$ cat src/rtl/iccm_sram_arbiter.sv
// Single-port ICCM SRAM arbiter between the core fetch port (F, read-only)
// and the programming loader (L, read/write). It sequences RUN -> DRAIN ->
// PROG hand-over, keeps at most one access per cycle, and routes each read
// return to the requester that issued it.
module iccm_sram_arbiter #(
  parameter int AW       = 12,
  parameter int DW       = 32,
  parameter int MAX_WAIT = 4
) (
  input  logic            clk_i,
  input  logic            rst_i,
  input  logic            prog_mode_i,
  // fetch requester
  input  logic            f_req_i,
  input  logic [AW-1:0]   f_addr_i,
  output logic            f_gnt_o,
  output logic            f_rvalid_o,
  output logic [DW-1:0]   f_rdata_o,
  // loader requester
  input  logic            l_req_i,
  input  logic            l_we_i,
  input  logic [AW-1:0]   l_addr_i,
  input  logic [DW-1:0]   l_wdata_i,
  input  logic [DW/8-1:0] l_wmask_i,
  output logic            l_gnt_o,
  output logic            l_rvalid_o,
  output logic [DW-1:0]   l_rdata_o,
  // status
  output logic            prog_active_o,
  output logic [AW:0]     wr_count_o,
  // SRAM macro pins
  output logic            csb_o,
  output logic            we_o,
  output logic [AW-1:0]   addr_o,
  output logic [DW-1:0]   wdata_o,
  output logic [DW/8-1:0] wmask_o,
  input  logic [DW-1:0]   rdata_i
);

  localparam int MW  = DW / 8;
  localparam int WCW = $clog2(MAX_WAIT + 1);
  localparam logic [WCW-1:0] WAIT_LIM = WCW'(MAX_WAIT);
  localparam logic [AW:0]    WR_SAT   = {1'b1, {AW{1'b0}}};

  typedef enum logic [1:0] {
    ST_RUN   = 2'd0,
    ST_DRAIN = 2'd1,
    ST_PROG  = 2'd2
  } state_e;

  state_e          state_q,     state_d;
  logic            last_l_q,    last_l_d;     // 1: L won the most recent grant
  logic [WCW-1:0]  f_wait_q,    f_wait_d;
  logic [WCW-1:0]  l_wait_q,    l_wait_d;
  logic            tag_valid_q, tag_valid_d;  // a read is in flight
  logic            tag_l_q,     tag_l_d;      // in-flight read belongs to L
  logic [AW:0]     wr_count_q,  wr_count_d;
  logic [AW-1:0]   addr_q,      addr_d;
  logic [DW-1:0]   wdata_q,     wdata_d;
  logic [MW-1:0]   wmask_q,     wmask_d;

  logic f_gnt, l_gnt, arb_cycle, f_force, l_force;

  // Arbitration: choose at most one winner from state, mode request and fairness history.
  always_comb begin
    // NOTE: every combinational output gets a default first so no path can infer a latch.
    f_gnt     = 1'b0;
    l_gnt     = 1'b0;
    // A cycle where prog_mode_i disagrees with the current mode is a transition
    // cycle and issues no grants; reset also suppresses all grants.
    arb_cycle = (state_q == ST_RUN) && !prog_mode_i && !rst_i;
    f_force   = (f_wait_q >= WAIT_LIM);
    l_force   = (l_wait_q >= WAIT_LIM);
    if (arb_cycle) begin
      if (f_req_i && l_req_i) begin
        if (f_force && !l_force)      f_gnt = 1'b1;
        else if (l_force && !f_force) l_gnt = 1'b1;
        else if (last_l_q)            f_gnt = 1'b1;
        else                          l_gnt = 1'b1;
      end else begin
        f_gnt = f_req_i;
        l_gnt = l_req_i;
      end
    end else if ((state_q == ST_PROG) && prog_mode_i && !rst_i) begin
      l_gnt = l_req_i;
    end
  end

  // Next-state logic: mode sequencing, fairness counters, read tag, write count, pin hold.
  always_comb begin
    state_d     = state_q;
    last_l_d    = last_l_q;
    f_wait_d    = f_wait_q;
    l_wait_d    = l_wait_q;
    wr_count_d  = wr_count_q;
    addr_d      = addr_q;
    wdata_d     = wdata_q;
    wmask_d     = wmask_q;
    tag_valid_d = f_gnt | (l_gnt & ~l_we_i);
    tag_l_d     = l_gnt;

    if (f_gnt)      last_l_d = 1'b0;
    else if (l_gnt) last_l_d = 1'b1;

    // Waits only accumulate on genuine arbitration losses in run mode.
    if (f_gnt)                                            f_wait_d = '0;
    else if (arb_cycle && f_req_i && f_wait_q != WAIT_LIM) f_wait_d = f_wait_q + 1'b1;
    if (l_gnt)                                            l_wait_d = '0;
    else if (arb_cycle && l_req_i && l_wait_q != WAIT_LIM) l_wait_d = l_wait_q + 1'b1;

    // The fetch port has no write data, so its accesses present zero data/mask.
    if (l_gnt) begin
      addr_d  = l_addr_i;
      wdata_d = l_wdata_i;
      wmask_d = l_wmask_i;
    end else if (f_gnt) begin
      addr_d  = f_addr_i;
      wdata_d = '0;
      wmask_d = '0;
    end

    if ((state_q == ST_PROG) && l_gnt && l_we_i && (wr_count_q != WR_SAT))
      wr_count_d = wr_count_q + 1'b1;

    unique case (state_q)
      ST_RUN:   if (prog_mode_i) state_d = ST_DRAIN;
      ST_DRAIN: begin
        if (!tag_valid_q) begin
          if (prog_mode_i) begin
            state_d    = ST_PROG;
            wr_count_d = '0;
          end else begin
            state_d    = ST_RUN;
          end
        end
      end
      ST_PROG:  if (!prog_mode_i) state_d = ST_DRAIN;
      default:  state_d = ST_RUN;
    endcase
  end

  // State register with asynchronous active-high reset.
  always_ff @(posedge clk_i or posedge rst_i) begin
    if (rst_i) begin
      // NOTE: non-blocking assignments only in clocked blocks so every flop samples pre-edge values.
      state_q     <= ST_RUN;
      last_l_q    <= 1'b1;
      f_wait_q    <= '0;
      l_wait_q    <= '0;
      tag_valid_q <= 1'b0;
      tag_l_q     <= 1'b0;
      wr_count_q  <= '0;
      addr_q      <= '0;
      wdata_q     <= '0;
      wmask_q     <= '0;
    end else begin
      state_q     <= state_d;
      last_l_q    <= last_l_d;
      f_wait_q    <= f_wait_d;
      l_wait_q    <= l_wait_d;
      tag_valid_q <= tag_valid_d;
      tag_l_q     <= tag_l_d;
      wr_count_q  <= wr_count_d;
      addr_q      <= addr_d;
      wdata_q     <= wdata_d;
      wmask_q     <= wmask_d;
    end
  end

  assign f_gnt_o       = f_gnt;
  assign l_gnt_o       = l_gnt;
  assign csb_o         = ~(f_gnt | l_gnt);
  assign we_o          = ~(l_gnt & l_we_i);
  assign addr_o        = addr_d;
  assign wdata_o       = wdata_d;
  assign wmask_o       = wmask_d;

  assign f_rvalid_o    = tag_valid_q & ~tag_l_q;
  assign l_rvalid_o    = tag_valid_q &  tag_l_q;
  assign f_rdata_o     = f_rvalid_o ? rdata_i : '0;
  assign l_rdata_o     = l_rvalid_o ? rdata_i : '0;

  assign prog_active_o = (state_q == ST_PROG);
  assign wr_count_o    = wr_count_q;

endmodule

$ cat config.mk
export PLATFORM = sky130hd
export DESIGN_NAME = iccm_sram_arbiter
export DESIGN_NICKNAME = d
export VERILOG_FILES = /design/src/rtl/iccm_sram_arbiter.sv
export SDC_FILE = /design/constraint.sdc
export NUM_CORES = 1
export LEC_CHECK = 0
export ABC_AREA = 1
export ABC_CLOCK_PERIOD_IN_PS = 2900
export BUFFER_PORTS_ARGS = -buffer_cell sky130_fd_sc_hd__buf_2
export CAP_MARGIN = 40
export CORE_ASPECT_RATIO = 0.7
export CORE_MARGIN = 8
export CORE_UTILIZATION = 45
export DETAILED_ROUTE_END_ITERATION = 8
export PLACE_DENSITY = 0.87
export SLEW_MARGIN = 20
export SYNTH_ARGS = -nofsm -noshare
export SYNTH_HDL_FRONTEND = slang
export SYNTH_SLANG_ARGS = --single-unit
$ cat constraint.sdc
create_clock -name clk_i -period 2.9 [get_ports clk_i]
set_input_delay 0 -clock clk_i [delete_from_list [all_inputs] [get_ports clk_i]]
set_output_delay 0 -clock clk_i [all_outputs]
set_load 0.02 [all_outputs]
==> results.sh, run 1 <==
export IMPL_via_per_inst=4.81
export IMPL_max_freq_ghz=0.391
export IMPL_drv_slew=0
export IMPL_dr_total_vias=4741
export IMPL_rsz0062_at_grt="no"
export IMPL_gr_usage_all_layers_pct=22.9
export IMPL_stdcell_area_um2=6300
export IMPL_syn_inst=580
export IMPL_p_int_mw=3.07
export IMPL_grt_pass1_vias=4774
export IMPL_root_buffer="clkbuf_16"
export IMPL_clockBufferDepth=2
export IMPL_seqPwrFrac_pct=29.9
export IMPL_status="finished, final reports clean"
export IMPL_io_pins=230
export IMPL_place_gp_congestion=0.876
export IMPL_setup_tns_ns=0
export IMPL_dp_hpwl_um=10300
export IMPL_yosysWarningCount=0
export IMPL_fillerInstances=682
export IMPL_synthesis_nets=684
export IMPL_synth_avg_cell_area_um2=7.29
export IMPL_grt_max_degree=92
export IMPL_die_h_um=97.1
export IMPL_cts_setup_buffers=0
export IMPL_multiInputGateArea_um2=1930
export IMPL_p_leak_nw=3.66
export IMPL_skew_ns=0.00936
export IMPL_max_slew_worst_pin_slew_ns=0.762
export IMPL_layout_cells_non_filler=985
export IMPL_maxSlewHeadroom_pct=49.2
export IMPL_clock_sinks=72
export IMPL_p_sw_share_pct=41.6
export IMPL_crit_fanout=50
export IMPL_worstSetupStartpointType="register"
export IMPL_die_area_um2=12800
export IMPL_combinationalPowerShare_pct=45.6
export IMPL_numCtsBuffers=9
export IMPL_min_period_over_period_pct=88.2
export IMPL_drtIter0Drc=190
export IMPL_ctsResizeCount=0
export IMPL_placed_area_um2=5420
export IMPL_finalHoldViolations=0
export IMPL_yosysSeqAreaShare_pct=42.7
export IMPL_area_delta_synth_final_pct=49.2
export IMPL_first_pass_iters=5
export IMPL_yosys_cell_types_count=29
export IMPL_p_sw_mw=2.19
export IMPL_worstReg2RegEnd="addr_q[8]$_DFF_PP0_"
export IMPL_placedCellCount=916
export IMPL_syn_area_um2=4230
export IMPL_clk_pin_slew_ns=0.06
export IMPL_reg2regPathDepth=10
export IMPL_antenna_found_initial=0
export IMPL_ant_nets=0
export IMPL_drc_errors=0
export IMPL_setup_viol=0
export IMPL_wl_um=15000
export IMPL_io_buffer_count=229
export IMPL_drive_gt1_share_pct=35.1
export IMPL_dieWidth_um=132
export IMPL_arrival_ns=2.56
export IMPL_num_antenna_cells=0
export IMPL_initial_core_util_pct=46.4
export IMPL_endpoint="wdata_o[29]"
export IMPL_fin_nets=960
export IMPL_reg2reg_setup_slack_ns=0.40
export IMPL_min_period_ns=2.56
export IMPL_ys_ff_latch=72
export IMPL_power_density_nw_per_um2=835
export IMPL_hp_class="in -> reg"
export IMPL_hold_start="f_addr_i[7]"
export IMPL_cap_violations=0
export IMPL_vdd_drop_max_v=0.000647
export IMPL_rows=29
export IMPL_clk_latency_ns=0.34
export IMPL_wl_per_cell_um=15.2
export IMPL_cts_hold_buffers=52
export IMPL_end_kind="primary output"
export IMPL_path_class="reg -> out"
export IMPL_grt_first_pass_wirelength_um=24100
export IMPL_clkPwrFrac_pct=24.5
export IMPL_worst_ep_required_time_ns=2.90
export IMPL_htreeDepth=3
export IMPL_rr_startpoint="f_wait_q[2]$_DFFE_PP0P_"
export IMPL_regArea_um2=1800
export IMPL_cp_startpoint="f_wait_q[2]$_DFFE_PP0P_"
export IMPL_coreArea_um2=9110
export IMPL_cts_tree="built"
export IMPL_gr_total_overflow=0
[worst min-delay path by stage]
stage | endpoint | slack, ns | cells after the start
6_report | addr_q[7]$_DFF_PP0_ | 0.006 | 4
5_1_grt | addr_q[3]$_DFF_PP0_ | 0.04 | 4
4_1_cts | addr_q[3]$_DFF_PP0_ | 0.0003 | 4
3_5_place_dp | wdata_q[0]$_DFF_PP0_ | 0.22 | 3
3_3_place_gp | wdata_q[18]$_DFF_PP0_ | 0.22 | 3
2_1_floorplan | tag_valid_q$_DFF_PP0_ | 0.11 | 1
[worst max-delay path, cell delays in order (launching register included)]
cell	delay, ns
dfrtp_1	0.42
nand2_1	0.07
nand2_1	0.04
o21ai_1	0.11
nand2_1	0.29
nand2_2	0.19
buf_4	0.45
nand2_1	0.15
o21ai_1	0.25
buf_2	0.22
[kinds of logic (layout without fill, tap and decap cells)]
family	Yosys count	in the layout	synth area share, %
AO/OA/AOI/OAI	52	52	8.91
XOR/XNOR	3	3	0.622
adder cells (fa/ha/maj)	6	6	1.78
buffers and inverters	107	388	11.6
flip-flops	72	72	42.7
AND/OR/NAND/NOR	340	340	34.5
[state kept, by name, summed over array words and instances, names as in the netlist]
signal / cells
state_q: 2
wdata_q: 32
tag_l_q: 1
addr_q: 12
last_l_q: 1
l_wait_q: 3
f_wait_q: 3
tag_valid_q: 1
wmask_q: 4
wr_count_o: 13
[cell usage in the layout, fill, tap and decap left out, drive strengths merged, types with 2 or more instances in the layout]
cell / n
a21oi: 10
buf: 236
bufinv: 3
clkbuf: 10
clkinv: 2
dfrtp: 71
dlygate4sd3: 52
ha: 6
inv: 85
nand2: 175
nand3: 33
nand3b: 13
nand4: 5
nor2: 107
nor3: 6
o21ai: 42
xor2: 3
[layout make-up]
type / count / share of cell area (%)
inverter: 84 / 5.08
tap: 124 / 2.46
multi-input combinational: 401 / 30.7
sequential: 72 / 28.6
timing repair buffer: 288 / 27.7
clock inverter: 6 / 1.85
clock buffer: 10 / 3.63
[synth_stat cells]
library cell,count,area share (%)
nand2_1,171,15
nor2_1,102,9.1
inv_1,79,7.0
dfrtp_1,71,42
nand3_1,32,3.8
o21ai_2,30,6.2
nand3b_1,13,2.3
a21oi_1,9,1.1
buf_6,9,2.4
o21ai_1,9,1.1
buf_2,6,0.71
clkbuf_1,6,0.53
ha_1,6,1.8
nand4_1,5,0.74
inv_2,4,0.36
nand2_2,4,0.59
nor2_2,3,0.44
nor3_1,3,0.36
o21ai_0,3,0.36
xor2_1,3,0.62
buf_4,2,0.36
nor2_4,2,0.53
nor3_2,2,0.47
a21oi_2,1,0.21
dfstp_2,1,0.62
inv_6,1,0.21
nand3_4,1,0.41
nor3_4,1,0.38
nor3b_1,1,0.18
[through the flow]
stage	setup slack, ns	utilization [%]	hold WS (ns)	power [mW]
2_1_floorplan	0.142	-	0.111	3.14
3_3_place_gp	0.864	59.2	0.219	3.78
3_5_place_dp	0.804	59.6	0.224	3.83
4_1_cts	0.384	69.1	0.000344	5.21
5_1_grt	0.211	69.2	0.0391	5.58
6_report	0.342	69.2	0.00609	5.27
[layer usage]
layer | routed length [µm] | part of all wire (%) | up-vias | track usage [%]
met2 | 7440 | 50 | 217 | 39.8
met4 | 282 | 1.9 | 0 | 7.56
met1 | 5970 | 40 | 2171 | 25.5
met3 | 1320 | 8.8 | 25 | 8.52
li1 | - | - | 2328 | -
met5 | 0 | 0 | - | 0
[power by group through the flow]
stage | clock [mW] | sequential [mW] | combinational [mW]
finish | 1.29 | 1.57 | 2.40
CTS | 1.30 | 1.56 | 2.35
global placement | 0 | 1.57 | 2.21
floorplan | 0 | 1.54 | 1.60
detailed placement | 0 | 1.57 | 2.26
global route | 1.34 | 1.62 | 2.61
Power figures use the tool's default switching activity.
==> run 2: changes to the inputs <==
REMOVE_ABC_BUFFERS = 1   (was default)
==> results.sh, run 2 (synthesized netlist as in run 1, its figures left out) <==
export IMPL_status="finished, final reports clean"
export IMPL_min_period_over_period_pct=90.4
export IMPL_wl_per_cell_um=15.9
export IMPL_initial_core_util_pct=46.4
export IMPL_critPathTopFamily="buffers and inverters"
export IMPL_gr_usage_all_layers_pct=24.0
export IMPL_skew_ns=0.00709
export IMPL_worstSetupStartpointType="register"
export IMPL_placedCellCount=921
export IMPL_rsz0062_at_grt="no"
export IMPL_path_class="reg -> out"
export IMPL_drtIter0Drc=238
export IMPL_grt_pass1_vias=4980
export IMPL_reg2reg_setup_slack_ns=0.72
export IMPL_wl_um=15700
export IMPL_reg2regPathDepth=8
export IMPL_layout_common_cells="229 x buf_2, 171 x nand2_1, 102 x nor2_1"
export IMPL_layout_cells_non_filler=989
export IMPL_cp_startpoint="state_q[0]$_DFFE_PP0P_"
export IMPL_drv_slew=0
export IMPL_clk_latency_ns=0.33
export IMPL_cts_tree="built"
export IMPL_vdd_drop_max_v=0.000788
export IMPL_die_h_um=97.1
export IMPL_htreeDepth=3
export IMPL_grt_first_pass_wirelength_um=25400
export IMPL_max_freq_ghz=0.381
export IMPL_power_density_nw_per_um2=806
export IMPL_critical_path_buf_inv_count=4
export IMPL_worstReg2RegEnd="wmask_q[0]$_DFF_PP0_"
export IMPL_ctsResizeCount=0
export IMPL_max_slew_worst_pin_slew_ns=0.550
export IMPL_setup_viol=0
export IMPL_mostFrequentLayoutCell="buf_2"
export IMPL_endpoint="wmask_o[0]"
export IMPL_place_gp_congestion=0.878
export IMPL_hp_class="in -> reg"
export IMPL_rows=29
export IMPL_antenna_found_initial=2
export IMPL_drc_errors=0
export IMPL_root_buffer="clkbuf_16"
export IMPL_fin_ws_ns=0.277
export IMPL_rr_startpoint="state_q[0]$_DFFE_PP0P_"
export IMPL_worst_ep_required_time_ns=2.90
export IMPL_path_depth=9
export IMPL_arrival_ns=2.62
export IMPL_coreArea_um2=9110
export IMPL_dieWidth_um=132
export IMPL_regMostFlops="wdata_q"
export IMPL_fin_nets=962
export IMPL_ant_nets=0
export IMPL_dp_slack_ns=0.743
export IMPL_largest_reg_flops=32
export IMPL_die_area_um2=12800
export IMPL_p_leak_nw=3.65
export IMPL_slowest_stage="dfrtp_1"
export IMPL_io_pins=230
export IMPL_cap_violations=0
export IMPL_clock_sinks=72
export IMPL_drive_gt1_share_pct=35.6
export IMPL_path_cells="inv_2, nand3_1, a21oi_2, nand2_2, inv_6, buf_4, nand2_1, o21ai_1, buf_2"
export IMPL_numCtsBuffers=9
export IMPL_io_buffer_count=229
export IMPL_via_per_inst=4.90
export IMPL_clockBufferDepth=2
export IMPL_first_pass_iters=5
export IMPL_finalHoldViolations=0
export IMPL_cts_setup_buffers=0
export IMPL_clk_pin_slew_ns=0.06
export IMPL_dr_total_vias=4843
export IMPL_min_period_ns=2.62
export IMPL_dp_hpwl_um=10700
export IMPL_gr_total_overflow=0
export IMPL_slowest_delay_ns=0.40
export IMPL_area_delta_synth_final_pct=48.8
export IMPL_grt_max_degree=43
export IMPL_fillerInstances=719
export IMPL_end_kind="primary output"
export IMPL_maxSlewHeadroom_pct=63.1
export IMPL_crit_fanout=42
-- run 2: cell count changes in the layout (fill, tap and decap cells not counted) --
cell | before | now
buf_4 | 4 | 7
bufinv_16 | 3 | 0
diode_2 | 0 | 2
dlygate4sd3_1 | 52 | 50
buf_12 | 1 | 2
buf_16 | 0 | 1
buf_8 | 2 | 1
clkbuf_1 | 1 | 0
clkbuf_8 | 0 | 1
clkinv_4 | 2 | 3
clkinvlp_4 | 0 | 1
inv_6 | 2 | 3
-- run 2: worst min path at each step --
stage / endpoint / slack (ns) / cells past startpoint / from
after CTS: addr_q[2]$_DFF_PP0_ / 0.004 / 4 / f_addr_i[2]
final: addr_q[8]$_DFF_PP0_ / 0.02 / 4 / f_addr_i[8]
after global routing: addr_q[1]$_DFF_PP0_ / 0.02 / 4 / f_addr_i[1]
after global placement: wdata_q[8]$_DFF_PP0_ / 0.22 / 3 / l_wdata_i[8]
after floorplan: tag_valid_q$_DFF_PP0_ / 0.11 / 1 / l_we_i
after detailed placement: wdata_q[27]$_DFF_PP0_ / 0.22 / 3 / l_wdata_i[27]
-- run 2: per-layer routing --
metal	track usage [%]	vias up	part of all wire [%]
met5	0	-	0
met4	8.00	0	2.2
met3	9.35	38	11
met2	41.9	286	49
met1	26.2	2185	38
li1	-	2334	-
-- run 2: timing repair --
action	CTS	global route
endpoints found under the hold margin	85	0
setup endpoints to repair	0	0
hold buffers	50	0
-- run 2: final cells by class --
type,instances,area (µm²),share of cell area (%)
Sequential cell,72,1800,28.7
Multi-Input combinational cell,401,1930,30.8
Clock buffer,10,239,3.80
Antenna cell,2,5.00,0.0796
Inverter,84,320,5.09
Timing Repair Buffer,290,1780,28.3
Clock inverter,6,51.3,0.816
Tap cell,124,155,2.47
-- run 2: report_power, final --
part | switching [mW] | internal (mW) | total (mW) | leakage, nW
Combinational | 1.61 | 0.826 | 2.44 | 2.59
Clock | 0.439 | 0.613 | 1.05 | 0.140
Sequential | 0.177 | 1.41 | 1.58 | 0.928
-- run 2: worst reg2reg max path, stage by stage, from the launching register on --
cell     delay [ns]
dfrtp_1        0.40
inv_2          0.11
nand3_1        0.18
a21oi_2        0.20
nand2_2        0.24
inv_6          0.37
buf_4          0.34
nand2_1        0.10
o21ai_1        0.15
-- run 2: per-stage QoR --
stage | hold slack (ns) | TNS (ns) | total power [mW] | cell area [µm²] | util, %
6_report | 0.0194 | 0 | 5.07 | 6290 | 69.1
5_1_grt | 0.0237 | 0 | 5.38 | 6290 | 69.1
4_1_cts | 0.00443 | 0 | 5.01 | 6280 | 69.0
3_5_place_dp | 0.223 | 0 | 3.88 | 5490 | 60.3
3_3_place_gp | 0.216 | 0 | 3.81 | 5430 | 59.6
2_1_floorplan | 0.112 | -8.33 | 3.08 | 4060 | -
==> run 3: changes to the inputs <==
ABC_AREA = default   (was 1)
CTS_CLUSTER_DIAMETER = 40   (was default)
==> results.sh, run 3 <==
export IMPL_status="finished, final reports clean"
export IMPL_first_pass_iters=5
export IMPL_max_slew_worst_pin_slew_ns=0.769
export IMPL_synth_common_cells="71 x dfrtp_1, 54 x o21ai_0, 47 x inv_1"
export IMPL_cts_setup_buffers=0
export IMPL_gr_usage_all_layers_pct=23.8
export IMPL_cts_tree="built"
export IMPL_wl_um=15500
export IMPL_hp_class="in -> reg"
export IMPL_worstSetupStartpointType="register"
export IMPL_synth_avg_cell_area_um2=9.18
export IMPL_grt_max_degree=49
export IMPL_numCtsBuffers=9
export IMPL_rows=29
export IMPL_p_sw_mw=2.23
export IMPL_worst_ep_required_time_ns=3.12
export IMPL_largest_reg_flops=32
export IMPL_drive_gt1_share_pct=37.1
export IMPL_seqPwrFrac_pct=29.6
export IMPL_cts_hold_buffers=53
export IMPL_cap_violations=0
export IMPL_min_period_ns=2.58
export IMPL_coreArea_um2=9000
export IMPL_ctsResizeCount=0
export IMPL_finalHoldViolations=0
export IMPL_vdd_drop_max_v=0.000535
export IMPL_synth_most_common_cell="dfrtp_1"
export IMPL_placed_area_um2=5370
export IMPL_mostFrequentLayoutCell="buf_2"
export IMPL_reg2reg_setup_slack_ns=0.32
export IMPL_p_sw_share_pct=41.7
export IMPL_drtIter0Drc=401
export IMPL_via_per_inst=5.38
export IMPL_ys_top_cells_by_area="dfrtp_1 43%, mux2i_1 9.2%, o21ai_0 6.6%"
export IMPL_io_pins=230
export IMPL_arrival_ns=2.80
export IMPL_setup_tns_ns=0
export IMPL_area_delta_synth_final_pct=52.0
export IMPL_p_int_mw=3.12
export IMPL_ys_ff_latch=72
export IMPL_dp_hpwl_um=11200
export IMPL_initial_core_util_pct=45.8
export IMPL_root_buffer="clkbuf_16"
export IMPL_regMostFlops="wdata_q"
export IMPL_synth_top_cell_by_area="dfrtp_1"
export IMPL_dr_total_vias=4586
export IMPL_syn_inst=449
export IMPL_end_kind="register"
export IMPL_clock_sinks=72
export IMPL_ant_nets=0
export IMPL_grt_first_pass_wirelength_um=23600
export IMPL_htreeDepth=3
export IMPL_yosysSeqAreaShare_pct=43.8
export IMPL_maxSlewHeadroom_pct=48.8
export IMPL_skew_ns=0.00515
export IMPL_grt_pass1_vias=4506
export IMPL_async_reset_ff_share_pct=100
export IMPL_crit_fanout=43
export IMPL_drv_slew=0
export IMPL_max_freq_ghz=0.387
export IMPL_combinationalPowerShare_pct=46.1
export IMPL_path_class="reg -> reg"
export IMPL_yosysWarningCount=0
export IMPL_dieWidth_um=130
export IMPL_clkPwrFrac_pct=24.3
export IMPL_antenna_found_initial=0
export IMPL_synth_edf_count=0
export IMPL_layout_common_cells="229 x buf_2, 71 x dfrtp_1, 54 x o21ai_0"
export IMPL_wl_per_cell_um=18.2
export IMPL_clockBufferDepth=2
export IMPL_yosysTopAreaCellShare_pct=43.1
export IMPL_gr_total_overflow=0
export IMPL_io_buffer_count=229
export IMPL_yosys_cell_types_count=45
export IMPL_die_h_um=96.1
export IMPL_setup_viol=0
export IMPL_fin_total_pwr_mw=5.35
export IMPL_clk_latency_ns=0.33
export IMPL_syn_area_um2=4120
export IMPL_stdcell_area_um2=6260
export IMPL_p_leak_nw=3.65
export IMPL_power_density_nw_per_um2=854
export IMPL_synthFlopType="dfrtp_1"
export IMPL_rsz0062_at_grt="no"
export IMPL_die_area_um2=12500
export IMPL_min_period_over_period_pct=89.1
export IMPL_drc_errors=0
export IMPL_clk_pin_slew_ns=0.06
export IMPL_fin_nets=825
export IMPL_place_gp_congestion=0.919
[run 3: path summary, 6_finish.rpt]
| check | end | cells past startpoint | from |
|---|---|---|---|
| worst max-delay path | addr_q[6]$_DFF_PP0_ | 6 | state_q[0]$_DFFE_PP0P_ |
| worst min-delay path | addr_q[8]$_DFF_PP0_ | 3 | f_addr_i[8] |
| worst max register to register | addr_q[6]$_DFF_PP0_ | 6 | state_q[0]$_DFFE_PP0P_ |
| worst min register to register | last_l_q$_DFFE_PP1N_ | 2 | last_l_q$_DFFE_PP1N_ |
| max in group asynchronous | wdata_q[21]$_DFF_PP0_ | 4 | rst_i |
| min in group asynchronous | state_q[0]$_DFFE_PP0P_ | 3 | rst_i |
[run 3: cell type report]
type,count,area [µm²]
Sequential cell,72,1800
Inverter,47,176
Clock buffer,9,225
Fill cell,685,2740
Antenna cell,3,7.51
Clock inverter,7,128
Multi-Input combinational cell,297,1990
Tap cell,124,155
Timing Repair Buffer,294,1780
[run 3: cell families (layout without fill, tap and decap cells)]
kind of cell    count (synthesis)  count (layout)  synth area share (%)
simple gates                  145             145                  21.7
mux                            38              38                  9.23
other cells                     0               3                     0
flops                          72              72                  43.8
compound gates                103             103                  14.4
fa+ha+maj                       6               6                  1.82
xor+xnor                        5               5                  1.06
buf+inv                        80             357                  8.05
[run 3: critical path, stage by stage, from the launching register on]
cell and delay [ns]:
dfrtp_1 0.47, nor4_2 0.47, nand2_1 0.26, buf_4 0.32, o21ai_0 0.23, a31oi_1 0.13
dlygate4sd3_1 0.58
[run 3: stage by stage]
step / instances / utilization [%] / hold slack, ns / setup slack (ns)
global placement: 781 / 59.7 / 0.0847 / 0.800
finish: 853 / 69.6 / 0.0297 / 0.316
floorplan: 416 / - / 0.112 / -0.862
global route: 850 / 69.5 / 0.0331 / 0.0984
detailed placement: 781 / 59.7 / 0.104 / 0.763
CTS: 850 / 69.5 / 0.00642 / 0.360
[run 3: power groups by stage]
stage | Clock, mW | Sequential [mW] | Combinational [mW]
finish | 1.30 | 1.58 | 2.46
global route | 1.35 | 1.61 | 2.64
CTS | 1.32 | 1.58 | 2.44
detailed placement | 0 | 1.59 | 2.33
global placement | 0 | 1.56 | 2.23
floorplan | 0 | 1.55 | 1.47
[run 3: routing by layer]
metal	track usage, %	routed length (µm)	share of wire (%)
met1	28.0	6120	39
met4	10.7	532	3.4
met3	5.53	1070	6.9
met2	41.1	7810	50
met5	0	0	0
